## config.mk

```make
export PLATFORM = sky130hd
export DESIGN_NAME = f1_start_ctrl
export DESIGN_NICKNAME = d
export VERILOG_FILES = /design/src/rtl/f1_start_ctrl.sv
export SDC_FILE = /design/constraint.sdc
export NUM_CORES = 1
export LEC_CHECK = 0
export BUFFER_PORTS_ARGS = -buffer_cell sky130_fd_sc_hd__buf_2
export CAP_MARGIN = 10
export CORE_ASPECT_RATIO = 1.25
export CORE_UTILIZATION = 40
export DETAILED_ROUTE_END_ITERATION = 8
export GPL_TIMING_DRIVEN = 0
export SLEW_MARGIN = 20
export SYNTH_ARGS = -nofsm -noshare
export SYNTH_HDL_FRONTEND = slang
export SYNTH_SLANG_ARGS = --single-unit
```

## constraint.sdc

```tcl
create_clock -name clk -period 4.25 [get_ports clk]
set_clock_uncertainty 0.2 [all_clocks]
set_input_delay 0.85 -clock clk [delete_from_list [all_inputs] [get_ports clk]]
set_output_delay 0.85 -clock clk [all_outputs]
set_load 0.005 [all_outputs]
```

## src/rtl/f1_start_ctrl.sv

```systemverilog
// rtl/f1_start_ctrl.sv - F1 start-lights sequencer: lamp fill, LFSR-timed hold, go pulse.
module f1_start_ctrl #(
  parameter int unsigned STEP_TICKS = 1
) (
  input  logic       clk,
  input  logic       rst,
  input  logic       i_en,
  input  logic       i_trigger,
  input  logic       i_abort,
  output logic [7:0] o_lights,
  output logic       o_busy,
  output logic       o_go,
  output logic [6:0] o_delay
);

  typedef enum logic [1:0] {
    S_IDLE = 2'd0,
    S_FILL = 2'd1,
    S_HOLD = 2'd2
  } state_t;

  localparam logic [7:0] STEP_LAST = 8'(STEP_TICKS);

  state_t     r_state;
  state_t     w_state_nxt;
  logic [7:1] r_lfsr;
  logic [7:0] r_step;
  logic [7:0] w_step_nxt;
  logic [7:0] w_step_inc;
  logic [6:0] r_hold;
  logic [6:0] w_hold_nxt;
  logic [7:0] r_lights;
  logic [7:0] w_lights_nxt;
  logic       r_go;
  logic       w_go_nxt;
  logic [6:0] r_delay;
  logic [6:0] w_delay_nxt;

  assign w_step_inc = r_step + 8'd1;

  // LFSR free-runs regardless of state or tick strobe (x^7 + x^3 + 1)
  always_ff @(posedge clk) begin
    if (rst) begin
      r_lfsr <= 7'b0000001;
    end else begin
      r_lfsr <= {r_lfsr[6:1], r_lfsr[7] ^ r_lfsr[3]};
    end
  end

  always_ff @(posedge clk) begin
    if (rst) begin
      r_state  <= S_IDLE;
      r_step   <= 8'd0;
      r_hold   <= 7'd0;
      r_lights <= 8'h00;
      r_go     <= 1'b0;
      r_delay  <= 7'd0;
    end else begin
      r_state  <= w_state_nxt;
      r_step   <= w_step_nxt;
      r_hold   <= w_hold_nxt;
      r_lights <= w_lights_nxt;
      r_go     <= w_go_nxt;
      r_delay  <= w_delay_nxt;
    end
  end

  always_comb begin
    w_state_nxt  = r_state;
    w_step_nxt   = r_step;
    w_hold_nxt   = r_hold;
    w_lights_nxt = r_lights;
    w_go_nxt     = 1'b0;
    w_delay_nxt  = r_delay;
    case (r_state)
      S_IDLE: begin
        w_lights_nxt = 8'h00;
        // a coincident tick strobe is deliberately not counted here
        if (i_trigger) begin
          w_state_nxt = S_FILL;
          w_step_nxt  = 8'd0;
        end
      end
      S_FILL: begin
        if (i_abort) begin
          w_state_nxt  = S_IDLE;
          w_step_nxt   = 8'd0;
          w_hold_nxt   = 7'd0;
          w_lights_nxt = 8'h00;
        end else if (i_en) begin
          if (w_step_inc == STEP_LAST) begin
            w_step_nxt   = 8'd0;
            w_lights_nxt = {r_lights[6:0], 1'b1};
            if (r_lights == 8'h7F) begin
              w_delay_nxt = r_lfsr;
              w_hold_nxt  = r_lfsr;
              w_state_nxt = S_HOLD;
            end
          end else begin
            w_step_nxt = w_step_inc;
          end
        end
      end
      S_HOLD: begin
        // abort beats a coincident final tick, so go is never raised by it
        if (i_abort) begin
          w_state_nxt  = S_IDLE;
          w_step_nxt   = 8'd0;
          w_hold_nxt   = 7'd0;
          w_lights_nxt = 8'h00;
        end else if (i_en) begin
          w_hold_nxt = r_hold - 7'd1;
          if (r_hold == 7'd1) begin
            w_state_nxt  = S_IDLE;
            w_lights_nxt = 8'h00;
            w_go_nxt     = 1'b1;
          end
        end
      end
      default: begin
        w_state_nxt  = S_IDLE;
        w_step_nxt   = 8'd0;
        w_hold_nxt   = 7'd0;
        w_lights_nxt = 8'h00;
      end
    endcase
  end

  assign o_lights = r_lights;
  assign o_busy   = (r_state != S_IDLE);
  assign o_go     = r_go;
  assign o_delay  = r_delay;

  a_go_in_idle: assert property (@(posedge clk) disable iff (rst)
    o_go |-> (o_lights == 8'h00 && !o_busy));
  a_hold_full: assert property (@(posedge clk) disable iff (rst)
    (r_state == S_HOLD) |-> (r_lights == 8'hFF));

endmodule

```

==> results of run 1 <==
[logic make-up after synthesis]
logic type	after synthesis	share of synthesized area
AOI/OAI and AO/OA	45	0.148
xor gates and xnor gates	8	0.0377
adders and majority gates	7	0.0426
buffers and inverters	21	0.0468
DFF	40	0.389
muxes	13	0.0633
and+or+nand+nor	110	0.272
[stage by stage]
step                power, uW  area (sq um)   util
floorplan                 433          2060      -
finish                    765          2350  0.487
global route              805          2350  0.487
global placement          452          2240  0.463
CTS                       777          2350  0.487
detailed placement        453          2240  0.463
[power breakdown]
group / switching [uW] / internal, uW / total, uW
clock network: 145 / 177 / 322
logic: 40.1 / 21.1 / 61.2
registers: 3.80 / 379 / 382
total: 189 / 577 / 765
[final cells by class]
class	instances	area (sq um)	area share
multi-input cells	183	1160	0.493
plain buffers	12	62.6	0.0266
well taps	60	75.1	0.0319
clock buffers	5	68.8	0.0293
repair buffers	21	105	0.0447
flip-flops and latches	40	801	0.340
clock inverters	3	46.3	0.0197
inverters	9	33.8	0.0144
[cell usage after synthesis (2+ instances only)]
cell / count
a21o_1: 2
nand2_1: 32
nand4_1: 7
or3_1: 2
ha_1: 7
o21ai_0: 11
nand2b_1: 10
nand3_1: 12
xnor2_1: 5
nor2b_1: 9
mux2i_1: 13
nor3_1: 4
xor2_1: 2
nor2_1: 21
a21oi_1: 15
nor4_1: 2
buf_6: 2
buf_2: 2
dfxtp_1: 40
clkbuf_1: 7
a31oi_1: 4
inv_1: 9
and2_1: 2
o31ai_1: 2
[how the worst max path moves through the flow]
| stage | cells past startpoint | slack [ps] | end | start |
|---|---|---|---|---|
| finish | 8 | 1500 | r_hold[6]$_SDFFE_PP0P_ | r_step[1]$_SDFFE_PP0P_ |
| CTS | 8 | 1500 | r_hold[6]$_SDFFE_PP0P_ | r_step[1]$_SDFFE_PP0P_ |
| global route | 8 | 1200 | r_hold[6]$_SDFFE_PP0P_ | r_step[1]$_SDFFE_PP0P_ |
| detailed placement | 6 | 1500 | r_state[0]$_SDFFE_PP0P_ | i_abort |
| global placement | 6 | 1510 | r_step[1]$_SDFFE_PP0P_ | i_abort |
| floorplan | 8 | 1910 | r_hold[0]$_SDFFE_PP0P_ | r_step[1]$_SDFFE_PP0P_ |
[flip-flops by register name, summed over array words and instances, names as in the netlist]
| register | flops |
|---|---|
| o_lights | 8 |
| r_step | 8 |
| o_delay | 7 |
| r_hold | 7 |
| r_lfsr | 7 |
| r_state | 2 |
| o_go | 1 |
[worst register-to-register path: cells and delay by family, from the launching register on]
family | cells | cell delay [ps]
AOI/OAI and AO/OA | 2 | 740
adders and majority gates | 1 | 260
buffers and inverters | 1 | 220
DFF | 1 | 400
muxes | 1 | 200
and+or+nand+nor | 3 | 680
[per-layer routing]
layer | vias to the layer above | wire length, microns | track usage | part of all wire
li1 | 903 | - | - | -
met4 | 0 | 44 | 0.0702 | 0.0095
met1 | 835 | 2250 | 0.252 | 0.49
met5 | - | 0 | 0 | 0
met3 | 2 | 150 | 0.0426 | 0.032
met2 | 36 | 2190 | 0.316 | 0.47
==> results.md, run 1 <==
Global route:
- The initial antenna violation count was 0.
- The total global routing overflow is 0.
- Across every metal layer, demand over resource in global routing totals 0.194.
- The pin count of the biggest net entering global routing is 15.
- The number of global-route vias before repair came to 1659.
- The first global-routing pass estimated 7940 microns of wire.

Power and ir drop:
- For this design the ratio of total power to cell area is around 330 mW/mm^2.
- The analysis attributes to cell leakage a power of 0.000907 uW.
- IR analysis of the VDD net gives a maximum drop of 196 uV.

STA:
- The number of pins with negative max-slew slack in the final report is 0.
- Setup repair after global routing left no endpoint under its margin.
- Setup violations remaining at the end of the flow were counted as 0.
- The relative slew slack is 0.675.
- Hold is met by 288 ps.
- After layout, the worst setup slack is about 1500 ps.
- The final critical path time including I/O delays and setup is 2750 ps.
- For the final routed database, the setup TNS stands at 0 ps.
- The final count of hold timing violations is 0.
- The top achievable clock speed is 0.364 GHz.
- For the pin with the worst max-slew slack, the measured transition is between 400 and 500 ps.
- The share of the clock period used by the worst path after layout is 0.647.

Floorplan:
- The placeable core region is 0.00483 sq mm.
- The starting density of the core is 0.425.
- The area of the die is 0.00544 sq mm.
- The die is 66.1 microns wide.
- The initialized floorplan defines 28 standard-cell rows.
- From bottom edge to top edge, the die measures between 80 and 90 microns.
- During I/O placement, the number of pins put on the boundary was 22.

Drt:
- The detail-routed net length per standard cell is 13.9 microns.
- After detailed routing, the number of remaining DRC violations is 0.
- The total iterations of the first detailed-routing run is 4.
- Dividing the detail-routed via count by the number of cells gives 5.33.
- The detailed router finished its first iteration with between 100 and 150 violations.
- The overall via count from detail_route is 1776.
- The count of nets left with antenna violations once routing finished came out at 0.
- The total wirelength of the detailed-routed design is 4640 microns.

Cells and area:
- The fraction of layout cells with a size suffix above 1 is 0.143.
- Leaving out fill and tap cells, the most frequent cell in the layout is dfxtp_1.
- The number of antenna diodes in the final layout is 0.
- The filler cell count in the final layout is around 500.
- Excluding fillers, the count of instances in the completed layout stands at 333.
- The number of nets at the end of the flow is ~280.
- Leaving out fill and tap cells, the most frequent cells in the layout are 40 x dfxtp_1, 32 x nand2_1, 23 x buf_2, 21 x nor2_1, 15 x a21oi_1.
- The synthesis-to-finish area growth is 14.4%.

Setup path:
- The kind of cell with the highest combined delay along the critical path is compound AO/OA/AOI/OAI gates.
- The critical path data arrival time is 2780 ps.
- Among all stages on the critical path, the largest delay is contributed by o31ai_1.
- The launching point of the worst reg2reg path is r_step[1]$_SDFFE_PP0P_.
- The stage delay of the slowest cell on the critical path is 470 ps.
- The type of the worst setup path is reg -> reg.
- The worst setup path is launched from a flop.
- In this run the register-to-register setup slack is 1500 ps.
- The capture instance of the worst register-to-register path is r_hold[6]$_SDFFE_PP0P_.
- Measured in cells, the most critical reg-to-reg path has a length of 8.
- Along the worst path, the maximum fanout reaches 7.
- The required time of the critical path is approximately 4300 ps.
- The type of element capturing the critical path is a flop.
- The combined buffer and inverter count along the critical path is 1.
- Traced cell by cell, the critical path runs through ha_1 -> nand3_1 -> o21ai_0 -> nand4_1 -> o31ai_1 -> and3_1 -> buf_2 -> mux2i_1.

Yosys:
- In the synthesized netlist the dominant register cell turns out to be dfxtp_1.
- Ranked by total cell area, the synthesized netlist is headed by dfxtp_1 39%, mux2i_1 6.3%, nand2_1 5.8%.
- The proportion of register bits with asynchronous set or reset after synthesis is 0.
- The number of distinct library cells after synthesis is between 40 and 50.
- The area share of the leading cell type in the synthesized netlist is 0.389.
- The area of the mapped netlist is 0.00206 sq mm.
- Each instance of the synthesized netlist takes up on average 8.43 sq um.
- The fraction of the yosys area taken by sequential cells is 0.389.
- The largest area contributor in the netlist is dfxtp_1.
- The yosys synthesis warning count is 0.
- Counting every net in the synthesized netlist gives 256.
- The number of flip-flops and latches in the synthesized netlist is 40.
- The number of instances in the synthesized netlist is between 200 and 250.
- The number of flops mapped to enable cells by yosys is 0.

Placed design:
- The number of placed instances with taps included is roughly 330.
- The routability congestion estimate from global placement is 0.821.
- The post-placement setup slack is 1500 ps.
- The HPWL after detailed placement is 3310 microns.
- In this run the tool buffered the top-level ports with 21 buffer cells.

Clock tree:
- Post-CTS repair changed the size of 0 cells.
- The register clock-pin slew on the reported worst setup and hold paths is 90 ps.
- The insertion delay to the later sink of the worst-skew pair is 290 ps.
- In this run the post-CTS setup repair buffer count came out at 0.
- Clock tree synthesis selected as its root buffer the cell clkbuf_8.
- The longest clock path from root to sink contains 2 buffers.
- The number of buffers inserted for hold repair after clock tree synthesis is 0.
- The clock tree from TritonCTS is built.
- The clock sink total is 40.
- The H-tree generated during clock tree synthesis spans 2 levels.
- The TritonCTS buffer count is 5.

Min path:
- The class of the tightest hold or removal check is reg -> reg.
- In this run the most critical hold path is launched from r_hold[6]$_SDFFE_PP0P_.
- The worst hold endpoint is r_hold[6]$_SDFFE_PP0P_.
- Counting instances, the worst hold path has a depth of 2.

Flow run:
- The number of max-cap violations is 0.

Status:
- The flow ran to the end, and the final reports show no timing, DRC or antenna violations.
No activity file was read; power rests on OpenSTA's default activity.
==> run 2, diff against run 1 <==
Clock period 4.25 ns to 2.7 ns, I/O delays scaled along.
==> results.md, run 2 (synthesis gave the netlist of run 1 again) <==
Setup path:
- The largest fanout on the critical path is 7.
- Data on the critical path is required at its endpoint by 2730 ps.
- The type of the worst setup path is reg -> reg.
- On the worst path, the slowest cell contributes a delay of ~390 ps.
- On the critical path, the stage with the largest delay is an instance of o31ai_4.
- The worst setup path is launched from a flop.
- The type of element capturing the critical path is a flop.
- The critical path data arrival time is between 2000 and 3000 ps.
- The signal on the critical path passes through inv_1 -> ha_1 -> nor4b_1 -> a41o_1 -> nand4_1 -> o31ai_4 -> and3_1 -> clkbuf_4 -> mux2i_1.

STA:
- The share of the clock period used by the worst path after layout is 0.933.
- The top achievable clock speed is 0.397 GHz.
- The final setup violation count is 0.
- The sum of negative setup slack is 0 ps.
- The final count of hold timing violations is 0.
- The number of pins with negative max-slew slack in the final report came to 0.
- In this run the tightest slew margin relative to its limit is 0.652.
- Setup repair after global routing left no endpoint under its margin.
- The final critical path time including I/O delays and setup is around 2500 ps.
- For the pin with the worst max-slew slack, the measured transition is 522 ps.

Cells and area:
- The area growth from synthesis to layout is 16.2%.
- In the final design database the tool counted between 200 and 300 nets.
- The number of antenna cells inserted is 0.
- The post-route cell area is 0.00239 sq mm.
- In the layout the commonest cells are 39 x dfxtp_1, 32 x nand2_1, 22 x buf_2, 21 x nor2_1, 15 x a21oi_1.
- In the final layout, the share of cells above drive strength 1 is 0.168.
- The share of the core filled with cells in the final layout is 0.494.
- The most common cell after layout, fill and taps aside is dfxtp_1.
- After filler insertion, the fill cell instance count of the layout stands at 490.

Status:
- The run finished with clean final reports.

Drt:
- In the routed design, unresolved DRC markers number 0.
- Wires add up to ~4700 microns.
- For this block, wires on met1 add up to 2270 microns.
- The routed design uses 161 microns of met3 wire.
- Dividing the detail-routed via count by the number of cells gives approximately 5.3.
- The routed layout has 1762 vias.
- The pre-antenna-repair detailed-routing pass consisted of 4 iterations.
- The routed design uses about 2200 microns of met2 wire.
- After detailed routing, no signal wire sits above met4.
- The detail-routed net length per standard cell is about 14 microns.
- The remaining antenna violation count after routing is 0.
- The first routing iteration left 96 violations.

Clock tree:
- The tree built by TritonCTS fans out to 40 sinks.
- The TritonCTS buffer count is 5.
- The level count of the clock H-tree is 2.
- The clock passes through at most 2 buffers.
- The clock tree from TritonCTS is built.
- CTS placed an instance of clkbuf_8 at the clock tree root.
- The insertion delay to the later sink of the worst-skew pair is 290 ps.
- The register clock-pin slew on the reported worst setup and hold paths is 90 ps.

Global route:
- The initial antenna violation count is 0.
- The total global routing overflow is 0.
- The pin count of the biggest net entering global routing is 15.
- The number of global-route vias before repair is 1664.
- In the global route stage, overall resource usage came out at 0.194.
- The global-route wire length before repair is 7940 microns.

Floorplan:
- The vertical die dimension is 82.2 microns.
- The total number of placement rows is 28.
- For this configuration, the core starts out at a cell density of 0.425.
- The placeable core region is about 0.0048 sq mm.
- The area of the die is between 0.005 and 0.006 sq mm.
- The floorplan step set the die width to 66.1 microns.
- For this design the top-level I/O count stands at 22.

Placed design:
- The placed standard-cell area is 0.00224 sq mm.
- The routability congestion estimate from global placement is 0.821.
- The total half-perimeter wirelength after legalization and detailed placement is 3310 microns.
- The number of buffer cells added on primary ports is 21.

Power and ir drop:
- The worst-case IR drop observed on VDD is 310 uV.
- In this run the static leakage power is 0.000915 uW.
- The completed layout was analyzed and its total power is 1210 uW.
- Dividing total power by cell area gives a power density of 506 mW/mm^2.

Min path:
- The worst hold path belongs to the class reg -> reg.

Flow run:
- The number of max-cap violations is 0.
==> run 2: area by class of cell <==
| class | instances | area (sq um) | area share |
|---|---|---|---|
| repair buffers | 22 | 113 | 0.0471 |
| clock buffers | 5 | 68.8 | 0.0288 |
| well taps | 60 | 75.1 | 0.0314 |
| inverters | 9 | 33.8 | 0.0141 |
| multi-input cells | 183 | 1180 | 0.496 |
| plain buffers | 12 | 66.3 | 0.0277 |
| clock inverters | 3 | 46.3 | 0.0194 |
| flip-flops and latches | 40 | 802 | 0.336 |
==> run 2: repair_timing <==
| item | in CTS | in global routing |
|---|---|---|
| gates cloned | 0 | 0 |
| pin swaps | 0 | 3 |
| setup buffers | 0 | 1 |
| setup endpoints to repair | 5 | 23 |
| hold endpoints to repair | 0 | 0 |
| hold buffers | 0 | 0 |
| gates resized for setup | 1 | 8 |
==> run 2: worst max-delay path, delay by kind of cell (launching register included) <==
kind                       cells  cell delay, ps
and+or+nand+nor                3             730
AOI/OAI and AO/OA              2             540
DFF                            1             340
buffers and inverters          2             300
muxes                          1             190
adders and majority gates      1             160
==> run 2: power breakdown <==
group          internal (uW)  total (uW)  switching, uW  leakage (uW)
Combinational           35.7         100           64.4      0.000536
Sequential               596         602           5.89      0.000324
Clock                    279         506            228     0.0000548
Total                    910        1210            298      0.000915
==> run 2: worst paths after layout <==
kind                          start                     end  slack (ps)  cells past startpoint
min reg2reg  r_hold[6]$_SDFFE_PP0P_  r_hold[6]$_SDFFE_PP0P_         290                      2
max          r_step[0]$_SDFFE_PP0P_  r_hold[6]$_SDFFE_PP0P_         180                      9
min          r_hold[6]$_SDFFE_PP0P_  r_hold[6]$_SDFFE_PP0P_         290                      2
max reg2reg  r_step[0]$_SDFFE_PP0P_  r_hold[6]$_SDFFE_PP0P_         180                      9
==> run 2: through the flow <==
step                cells  setup slack [ps]  hold slack, ps
floorplan             244               364             250
global placement      325             -7.91             264
detailed placement    325             -17.0             270
CTS                   333              1.80             281
global route          334              21.9             309
finish                334               180             288
==> run 2: per-layer routing <==
metal,up-vias,track usage
met2,33,0.316
met4,0,0.0702
met1,826,0.252
li1,901,-
met5,-,0
met3,2,0.0426
